**src/rtl/sa_main_pkg.sv**
```systemverilog
// Shared constants and types for the sa_main switch allocator: port count,
// datapath width, per-output state encoding and a pointer-wrap helper.
package sa_main_pkg;

    localparam int N_PORTS = 5;
    localparam int DW      = 32;

    typedef enum logic {
        ST_IDLE   = 1'b0,
        ST_LOCKED = 1'b1
    } out_state_e;

    // Round-robin pointer advance with wrap from n-1 back to 0.
    function automatic int wrap_inc(input int v, input int n);
        return (v + 1 >= n) ? 0 : v + 1;
    endfunction

endpackage

```
**src/rtl/sa_main_rr_arb.sv**
```systemverilog
// N-way round-robin priority arbiter: grants the first requester at or after
// i_ptr, scanning upward modulo N. Purely combinational.
module rr_arb
    import sa_main_pkg::*;
#(
    parameter int N  = N_PORTS,
    parameter int PW = (N > 1) ? $clog2(N) : 1
) (
    input  logic [N-1:0]  i_req,
    input  logic [PW-1:0] i_ptr,
    output logic [N-1:0]  o_grant
);

    int   w_idx;
    logic w_found;

    // NOTE: every variable gets a default at the top of always_comb so no
    // path leaves it unassigned and no latch is inferred.
    always_comb begin
        o_grant = '0;
        w_found = 1'b0;
        w_idx   = 0;
        for (int k = 0; k < N; k++) begin
            w_idx = int'(i_ptr) + k;
            if (w_idx >= N) w_idx = w_idx - N;
            if (!w_found && i_req[w_idx[PW-1:0]]) begin
                o_grant[w_idx[PW-1:0]] = 1'b1;
                w_found                = 1'b1;
            end
        end
    end

endmodule

```
**src/rtl/sa_main.sv**
```systemverilog
// Switch allocator: one round-robin arbiter per output port driving crossbar
// selects and input grants. Define SA_WORMHOLE_LOCK_EN for packet-level locking.
module sa_main
    import sa_main_pkg::*;
#(
    parameter int N = N_PORTS
) (
    input  logic             clk,
    input  logic             rstn,
    input  logic [N*N-1:0]   req_from_P,
    input  logic [N-1:0]     tail_from_P,
    input  logic [N-1:0]     ready_of_OP,
    output logic [N*N-1:0]   sel_for_OP,
    output logic [N-1:0]     grant_to_P
);

    localparam int PW = (N > 1) ? $clog2(N) : 1;

    logic [N-1:0]  w_req_col  [N];
    logic [N-1:0]  w_arb_gnt  [N];
    logic [N-1:0]  w_sel      [N];
    logic [PW-1:0] w_win_idx  [N];
    logic [PW-1:0] w_ptr_next [N];
    logic [N-1:0]  w_fire;
    logic [PW-1:0] r_ptr      [N];

    // Regroup requests by output: w_req_col[o][i] is input i asking for output o.
    always_comb begin
        for (int o = 0; o < N; o++) begin
            for (int i = 0; i < N; i++) begin
                w_req_col[o][i] = req_from_P[i*N + o];
            end
        end
    end

    for (genvar g = 0; g < N; g++) begin : g_arb
        rr_arb #(.N(N), .PW(PW)) u_rr_arb (
            .i_req   (w_req_col[g]),
            .i_ptr   (r_ptr[g]),
            .o_grant (w_arb_gnt[g])
        );
    end

`ifdef SA_WORMHOLE_LOCK_EN
    out_state_e    r_state [N];
    logic [PW-1:0] r_owner [N];
    logic [N-1:0]  w_tail_hit;

    always_comb begin
        for (int o = 0; o < N; o++) begin
            w_sel[o] = (r_state[o] == ST_LOCKED)
                     ? ({{(N-1){1'b0}}, 1'b1} << r_owner[o])
                     : w_arb_gnt[o];
            if (!rstn) w_sel[o] = '0;
            w_tail_hit[o] = |(w_sel[o] & tail_from_P);
        end
    end
`else
    always_comb begin
        for (int o = 0; o < N; o++) begin
            w_sel[o] = rstn ? w_arb_gnt[o] : '0;
        end
    end
`endif

    // A locked output whose owner is not requesting (bubble) keeps its select
    // but must not fire, hence the AND with the request column.
    always_comb begin
        grant_to_P = '0;
        sel_for_OP = '0;
        for (int o = 0; o < N; o++) begin
            w_fire[o]     = ready_of_OP[o] & (|(w_sel[o] & w_req_col[o]));
            w_win_idx[o]  = '0;
            for (int i = 0; i < N; i++) begin
                if (w_sel[o][i]) w_win_idx[o] = PW'(i);
            end
            w_ptr_next[o] = PW'(wrap_inc(int'(w_win_idx[o]), N));
            sel_for_OP[o*N +: N] = w_sel[o];
            if (w_fire[o]) grant_to_P = grant_to_P | w_sel[o];
        end
    end

    // NOTE: state registers use non-blocking assignments so every output
    // updates from the same pre-edge values.
    always_ff @(posedge clk) begin
        if (!rstn) begin
            for (int o = 0; o < N; o++) begin
                r_ptr[o] <= '0;
`ifdef SA_WORMHOLE_LOCK_EN
                r_state[o] <= ST_IDLE;
                r_owner[o] <= '0;
`endif
            end
        end else begin
            for (int o = 0; o < N; o++) begin
                if (w_fire[o]) begin
`ifdef SA_WORMHOLE_LOCK_EN
                    if (r_state[o] == ST_IDLE) begin
                        if (w_tail_hit[o]) begin
                            r_ptr[o] <= w_ptr_next[o];
                        end else begin
                            r_state[o] <= ST_LOCKED;
                            r_owner[o] <= w_win_idx[o];
                        end
                    end else if (w_tail_hit[o]) begin
                        r_state[o] <= ST_IDLE;
                        r_ptr[o]   <= w_ptr_next[o];
                    end
`else
                    r_ptr[o] <= w_ptr_next[o];
`endif
                end
            end
        end
    end

endmodule

```
**config.mk**
```make
export PLATFORM = sky130hd
export DESIGN_NAME = sa_main
export DESIGN_NICKNAME = d
export VERILOG_FILES = /design/src/rtl/sa_main_pkg.sv /design/src/rtl/sa_main_rr_arb.sv /design/src/rtl/sa_main.sv
export SDC_FILE = /design/constraint.sdc
export NUM_CORES = 1
export LEC_CHECK = 0
export ABC_AREA = 1
export CAP_MARGIN = 20
export CORE_MARGIN = 2
export CORE_UTILIZATION = 40
export CTS_BUF_LIST = sky130_fd_sc_hd__clkbuf_16
export CTS_CLUSTER_DIAMETER = 40
export DETAILED_ROUTE_END_ITERATION = 8
export GPL_ROUTABILITY_DRIVEN = 0
export GPL_TIMING_DRIVEN = 0
export PLACE_DENSITY = 0.58
export SYNTH_ARGS = -nofsm -noshare
export SYNTH_HDL_FRONTEND = slang
export SYNTH_SLANG_ARGS = --single-unit
```
**constraint.sdc**
```tcl
create_clock -name clk -period 7.4 [get_ports clk]
set_clock_uncertainty 0.05 [all_clocks]
set_input_delay 1.11 -clock clk [delete_from_list [all_inputs] [get_ports clk]]
set_output_delay 1.11 -clock clk [all_outputs]
set_load 0.01 [all_outputs]
```
Word level (Yosys, flattened, before mapping). Memory sizes are Yosys's and may differ from the RTL's. Index checks and enable logic that the tools add are counted. W data, S select, Z words.

Flip-flop bits (word level): 0. Memory bits (writable): 15. Input port bits: 37. Output and inout bits: 30. Word-level logic and storage cells: 466. Memories: 1.

Memory list: r_ptr (depth 5, width 3, read ports 5, clocked after memory_dff 0, wr ports 5, line sa_main.sv:25) `logic [PW-1:0] r_ptr [N];`.

Add/sub/neg operators: 50. $lt $le $gt $ge: 80. Multiplexer cells: 226. Bitwise operators: 39. Reduce and logical (&&, ||, !) cells: 70.

Operators by type and width (number): $mux W5 (35); $mux W3 (49); $or A5 B5 Y5 (24); $ge A4 B3 Y1 const B (25); $lt A3 B4 Y1 const B (25); $mux W1 (91); $bmux W1 S3 (25); $demux W1 S3 (25); $ge A3 B1 Y1 const B (25); $sub A3 B3 Y3 const B (25); $logic_and A1 B1 Y1 (45); $add A3 B1 Y4 const B (10); $add A3 B2 Y4 const B (10); $and A5 B5 Y5 (5); $reduce_or A5 Y1 (5); $add A3 B3 Y4 const B (5); $logic_not A1 Y1 (20); $ge A3 B3 Y1 const B (5); $and A1 B1 Y1 (5); $or A1 B1 Y1 (5); $mux W2 (1).

Logic depth before layout (Yosys ltp). Gate-level depths: netlist (run 1). An unclocked memory read counts as a cell.

Depth after elaboration: 31. Depth in mapped cells: 27. Depth with buffers taken out: 26.

By module. Synthesis (run 1) repeated with hierarchy kept, for this count alone.

Cell total of the unflattened synthesis: 1345. Area total of the unflattened synthesis: 7503.4 um^2.

By module, submodules not included: rr_arb at g_arb[0].u_rr_arb ... (times used 4, cells each 228, area an instance 1177.4 um^2, sequential area each 0.0 um^2); sa_main (times used 1, cells each 215, area an instance 1488.9 um^2, sequential area each 450.4 um^2); rr_arb at g_arb[4].u_rr_arb (times used 1, cells each 218, area an instance 1305.0 um^2, sequential area each 0.0 um^2).

Worst setup path before layout (run 1). Ideal clock, no wire load.

Path type: register -> output. From: mem r_ptr[0][0] in the netlist's numbering. To: out grant_to_P[0]. Arrival time: 3195 ps. Required time: 6240 ps. Slack: 3045 ps. Stages on the path, launching flop included: 25. Path buffers: 1. Path through: edfxtp_1 buf_6 inv_2 ha_1 inv_1 fa_1 inv_1 nand2_1 nand2_1 nand2_1 nor2_1 nand2_1 o21ai_0 nor2_1 nand3_2 nor2_1 nor2_1 nand3_1 nand2_2 nand3_1 or2_2 nand3_1 o21ai_0 inv_1 nand3_1.

RTL lines: start: declaration (line sa_main.sv:25); end: declaration (line sa_main.sv:14) `output logic [N-1:0] grant_to_P`.

==> results of run 1 <==
-- critical path, cell delays in order (launching register included) --
cell and delay [ns]:
edfxtp_1 0.46, buf_6 0.19, inv_2 0.18, ha_1 0.18, inv_1 0.06, fa_1 0.38, inv_1 0.14, nand2_1 0.11
nand2_1 0.07, nand2_1 0.16, nor2_1 0.20, nand2_1 0.10, o21ai_0 0.17, nor2_1 0.07, nand3_2 0.11, nor2_1 0.05
nor2_1 0.17, nand3_1 0.16, nand2_2 0.13, nand3_1 0.11, or2_2 0.31, nand3_1 0.11, o21ai_0 0.10, inv_1 0.06
nand3_1 0.13, clkdlybuf4s50_1 0.51
-- cell type report --
| class | instances | area, um2 |
|---|---|---|
| fill | 1948 | 9240 |
| multi-input combinational | 1140 | 5900 |
| inverter | 184 | 691 |
| timing repair buffer | 61 | 611 |
| sequential | 15 | 450 |
| tap | 225 | 282 |
| buffer | 14 | 106 |
| clock buffer | 3 | 75.1 |
| clock inverter | 1 | 3.75 |
-- final timing paths --
kind,to,slack (ns),cells past startpoint
setup reg to reg,r_ptr[0][3]$_SDFFCE_PP0P_,3.17,25
setup / recovery,grant_to_P[0],1.56,25
hold reg to reg,r_ptr[0][0]$_SDFFCE_PP0P_,1.31,8
hold / removal,r_ptr[0][0]$_SDFFCE_PP0P_,1.31,8
-- cell families after synthesis --
kind of cell / Yosys count
simple gates: 969
buf+inv: 198
compound gates: 107
fa+ha+maj: 48
xor+xnor: 16
flops: 15
-- layer usage --
metal | part of all wire (%) | track usage [%] | wire length [um]
met1 | 51 | 34.5 | 10800
met2 | 44 | 37.5 | 9410
met3 | 3.9 | 0.920 | 844
met4 | 1.3 | 4.14 | 283
met5 | 0 | 0 | 0
-- placed cells by master (no fill, tap or decap), types with 15 or more instances in the layout --
| cell type | count |
|---|---|
| ha_1 | 43 |
| o21ai_0 | 44 |
| o21ai_1 | 28 |
| nand2_1 | 459 |
| inv_2 | 20 |
| nand3_1 | 190 |
| nor3_1 | 19 |
| nand4_1 | 38 |
| nand2_2 | 43 |
| nor2_1 | 170 |
| inv_1 | 165 |
| clkdlybuf4s50_1 | 61 |
| edfxtp_1 | 15 |
-- through the flow --
stage,hold slack (ns),instances,setup slack [ns]
global route,1.44,1643,1.14
detailed placement,1.31,1639,1.90
CTS,1.32,1643,1.61
global placement,1.30,1639,1.85
floorplan,1.11,1353,3.05
finish,1.31,1643,1.56
==> flow_summary.yaml, run 1 <==
outcome:
  status: "finished clean"
synth:
  synth_compound_area_share_pct: 9.54
  ys_ff_latch: 15
  synth_area_leaders: "nand2_1 (24%), nand3_1 (13%), nor2_1 (8.9%), inv_1 (8.6%), ha_1 (7.5%)"
  synth.largest_area_cell: "nand2_1"
  yosysSeqAreaShare_pct: 6.30
  postSynthAreaPerCell_um2: 5.28
  syn-num-nets: 1438
  synth_cell_types: 45
  synth.area.mux_share_pct: 0
  ys_warn_count: 0
  synth_most_common_cell: "nand2_1"
  netlist_area_mm2: 0.00715
  synth-edff-count: 15
  synth_common_cells: "nand2_1 (459), nand3_1 (190), nor2_1 (170), inv_1 (164), o21ai_0 (44)"
  synth_top_area_share_pct: 24.1
  yosys.area_share.simple_pct: 61.7
  synthesis.instances: 1353
  synth_xor_area_share_pct: 2.38
  async_reset_ff_share_pct: 0
  synth_top_family_by_area: "simple AND/OR/NAND/NOR gates"
  synthAdderAreaFrac_pct: 8.93
  synth-main-ff-cell: "edfxtp_1"
cts:
  cts_buffers: 3
  clock-sinks: 15
  cts_resized: 0
  cts_setup_buffers: 0
  cts_max_path_buffers: 2
  clock_latency_ns: 0.25
  tritoncts: "yes"
  hold_buffers: 0
  htree_levels: 1
  cts.clk_slew.worst_paths_ns: 0.05
  root_buffer: "clkbuf_16"
sta:
  slew_viol_final: 0
  finalCriticalPeriod_ns: 5.84
  hold_viol: 0
  finalSetupViolations: 0
  slew-limit-headroom_pct: 55.9
  tightest_slew_ns: 0.656
  rsz0062_at_grt: "no"
  max_freq_mhz: 171
  timing.setup.tns_ns: 0
  post-route-period-util_pct: 78.9
job:
  drv_cap: 0
final_layout:
  design_area_mm2: 0.00812
  n_antenna_cell: 0
  area.growth.synth_to_final_pct: 13.6
  regMostFlops: "r_ptr"
  drive_above_1_share_pct: 10.8
  largest_reg_flops: 15
  fin_util_pct: 46.8
  nets: 1504
  largest_registers: "r_ptr: 15 flops"
global_routing:
  grt_util_all_layers_pct: 23.2
  grt_pass1_wl_um: 36100
  grt_max_degree: 12
  grt_pass1_vias: 7527
  grt_overflow: 0
  grt_antenna_before_repair: 0
detailed_routing:
  drc_errors: 0
  drtIter0Drc: 586
  wire_per_inst_um: 13.0
  drtAntennaViolNets: 0
  drt-total-wl_um: 21400
  viasPerCell: 5.16
  vias: 8484
  dr.pass1.iters: 5
critical_path:
  worstSetupStartpointType: "flop"
  timing.rr.start: "r_ptr[0][3]$_SDFFCE_PP0P_"
  worstPathRequired_ns: 6.24
  crit_type: "flop to output port"
  end_kind: "output port"
  crit_fanout: 10
  cp-startpoint: "r_ptr[0][0]$_SDFFCE_PP0P_"
  cp_data_arrival_time_ns: 4.68
placement:
  io_buffers: 61
  place.detailed.hpwl_um: 17800
  placed_cell_area_mm2: 0.00804
die:
  dieArea_mm2: 0.0190
  start_util_pct: 41.2
  boundaryPins: 67
  die_w_um: 138
  core_mm2: 0.0174
  row_count: 48
  die_y_um: 138
worst_hold_path:
  min_from: "r_ptr[0][1]$_SDFFCE_PP0P_"
  worstHoldPathType: "flop to flop"
Power of run 1 is not shown: default switching activity piles up to over one toggle a cycle in this logic, so the estimate is an artifact.
==> inputs of run 2 (changes only) <==
clock period = 5.65 ns   (was 7.4 ns; I/O delays follow)
==> run 2 against run 1 <==
  * Wire length up 0.49%
  * Sequential share of layout area down 0.083 points
  * Largest cell class unchanged
  * Register-to-register slack worse by 1.5 ns
  * Final cell count up 0.61%
  * Critical endpoint is now grant_to_P[1]
==> flow_summary.yaml, run 2 (synthesized netlist as in run 1, its figures left out) <==
sta:
  finalCriticalPeriod_ns: 5.30
  slew_viol_final: 0
  max_freq_mhz: 189
  hold_viol: 0
  slew-limit-headroom_pct: 55.4
  post-route-period-util_pct: 93.8
  finalSetupViolations: 0
  rsz0062_at_grt: "no"
  tightest_slew_ns: 0.663
  timing.setup.tns_ns: 0
  fin_ws_ns: 0.353
die:
  die_w_um: 138
  die_y_um: 138
  boundaryPins: 67
  core_mm2: 0.0174
  start_util_pct: 41.2
  dieArea_mm2: 0.0190
  row_count: 48
cts:
  clock_latency_ns: 0.25
  cts.clk_slew.worst_paths_ns: 0.05
  htree_levels: 1
  clock-sinks: 15
  cts_max_path_buffers: 2
  cts_buffers: 3
  hold_buffers: 0
  root_buffer: "clkbuf_16"
  tritoncts: "yes"
detailed_routing:
  drt-total-wl_um: 21500
  drtAntennaViolNets: 0
  dr.pass1.iters: 6
  drc_errors: 0
  drtIter0Drc: 605
  wire_per_inst_um: 13.0
  viasPerCell: 5.17
  vias: 8549
critical_path:
  critPathMaxStageDelay_ns: 0.50
  cp_data_arrival_time_ns: 4.40
  crit_path_end: "grant_to_P[1]"
  path_delay_family: "simple AND/OR/NAND/NOR gates"
  critPathBufInv: 6
  reg2reg_depth: 23
  reg2reg_to: "r_ptr[0][3]$_SDFFCE_PP0P_"
  crit_slowest_cell: "clkdlybuf4s50_1"
  worstSetupStartpointType: "flop"
  worst-r2r-setup-slack_ns: 1.67
  crit_fanout: 10
  path_cells: "buf_6, inv_4, ha_1, inv_1, fa_1, inv_2, nand2_1, nand2_1, inv_1, nor2_2, nand2_1, o21ai_0, nor2_1, nand3_2, nor2_1, nor2_1, nand3_1, nand2_2, nand3_1, o21ai_2, nor2_1, nor3_1, nand2_1, clkdlybuf4s50_1"
  worstPathRequired_ns: 4.75
  timing.rr.start: "r_ptr[0][6]$_SDFFCE_PP0P_"
  cp_num_cells: 24
  end_kind: "output port"
  cp-startpoint: "r_ptr[0][0]$_SDFFCE_PP0P_"
  crit_type: "flop to output port"
final_layout:
  largest_reg_flops: 15
  nets: 1514
  n_antenna_cell: 0
  drive_above_1_share_pct: 12.0
  layout_commonest_cell: "nand2_1"
  regMostFlops: "r_ptr"
  fill_cells: 1953
  largest_registers: "r_ptr: 15 flops"
  area.growth.synth_to_final_pct: 15.3
  layout_common_cells: "nand2_1 (456), nand3_1 (190), nor2_1 (168)"
worst_hold_path:
  worstHoldPathType: "flop to flop"
placement:
  dp_slack_ns: 0.416
  io_buffers: 61
  place.detailed.hpwl_um: 17800
global_routing:
  grt_pass1_vias: 7527
  grt_overflow: 0
  grt_antenna_before_repair: 0
  grt_max_degree: 12
  grt_util_all_layers_pct: 23.2
  grt_pass1_wl_um: 36100
job:
  drv_cap: 0
outcome:
  status: "finished clean"
## run 2: worst min path at each step
stage | cells past startpoint | slack, ns | to | start
after CTS | 8 | 1.32 | r_ptr[0][0]$_SDFFCE_PP0P_ | r_ptr[0][1]$_SDFFCE_PP0P_
final | 8 | 1.26 | r_ptr[0][14]$_SDFFCE_PP0P_ | r_ptr[0][12]$_SDFFCE_PP0P_
after floorplan | 2 | 1.05 | r_ptr[0][2]$_SDFFCE_PP0P_ | rstn
after detailed placement | 8 | 1.31 | r_ptr[0][0]$_SDFFCE_PP0P_ | r_ptr[0][1]$_SDFFCE_PP0P_
after global placement | 8 | 1.30 | r_ptr[0][0]$_SDFFCE_PP0P_ | r_ptr[0][1]$_SDFFCE_PP0P_
after global routing | 8 | 1.40 | r_ptr[0][0]$_SDFFCE_PP0P_ | r_ptr[0][1]$_SDFFCE_PP0P_
## run 2: through the flow
step / hold slack [ns] / utilization [%] / std cells / area [um2]
2_1_floorplan: 1.05 / - / 1353 / 7150
3_3_place_gp: 1.30 / 46.3 / 1639 / 8040
3_5_place_dp: 1.31 / 46.3 / 1639 / 8040
4_1_cts: 1.32 / 46.8 / 1643 / 8120
5_1_grt: 1.40 / 47.5 / 1653 / 8240
6_report: 1.26 / 47.5 / 1653 / 8240
## run 2: per-layer routing
layer | part of all wire [%] | wire length (um) | GRT usage (%) | vias to the layer above
met5 | 0 | 0 | 0 | -
met4 | 1.5 | 312 | 4.14 | 0
met3 | 4.4 | 939 | 0.920 | 28
met2 | 44 | 9490 | 37.5 | 212
met1 | 50 | 10700 | 34.5 | 3809
li1 | - | - | - | 4500
## run 2: tightest hold or removal path, delay by kind of cell (launching register included)
family | cells | cell delay, ns
buf+inv | 1 | 0.17
flops | 1 | 0.36
simple gates | 7 | 0.63
## run 2: repair_timing
item	in CTS	in global routing
setup buffers	0	10
endpoints found under the setup margin	0	5
resized for setup	0	16
## run 2: area by class of cell
type                    count  area [um2]  area share (%)
repair buffers             71         691            8.38
flip-flops and latches     15         450            5.46
clock buffers               3        75.1           0.911
well taps                 225         282            3.42
multi-input cells        1140        5940            72.1
clock inverters             1        3.75          0.0455
inverters                 184         696            8.44
plain buffers              14         106            1.29
Power of run 2 is left out for the same reason.
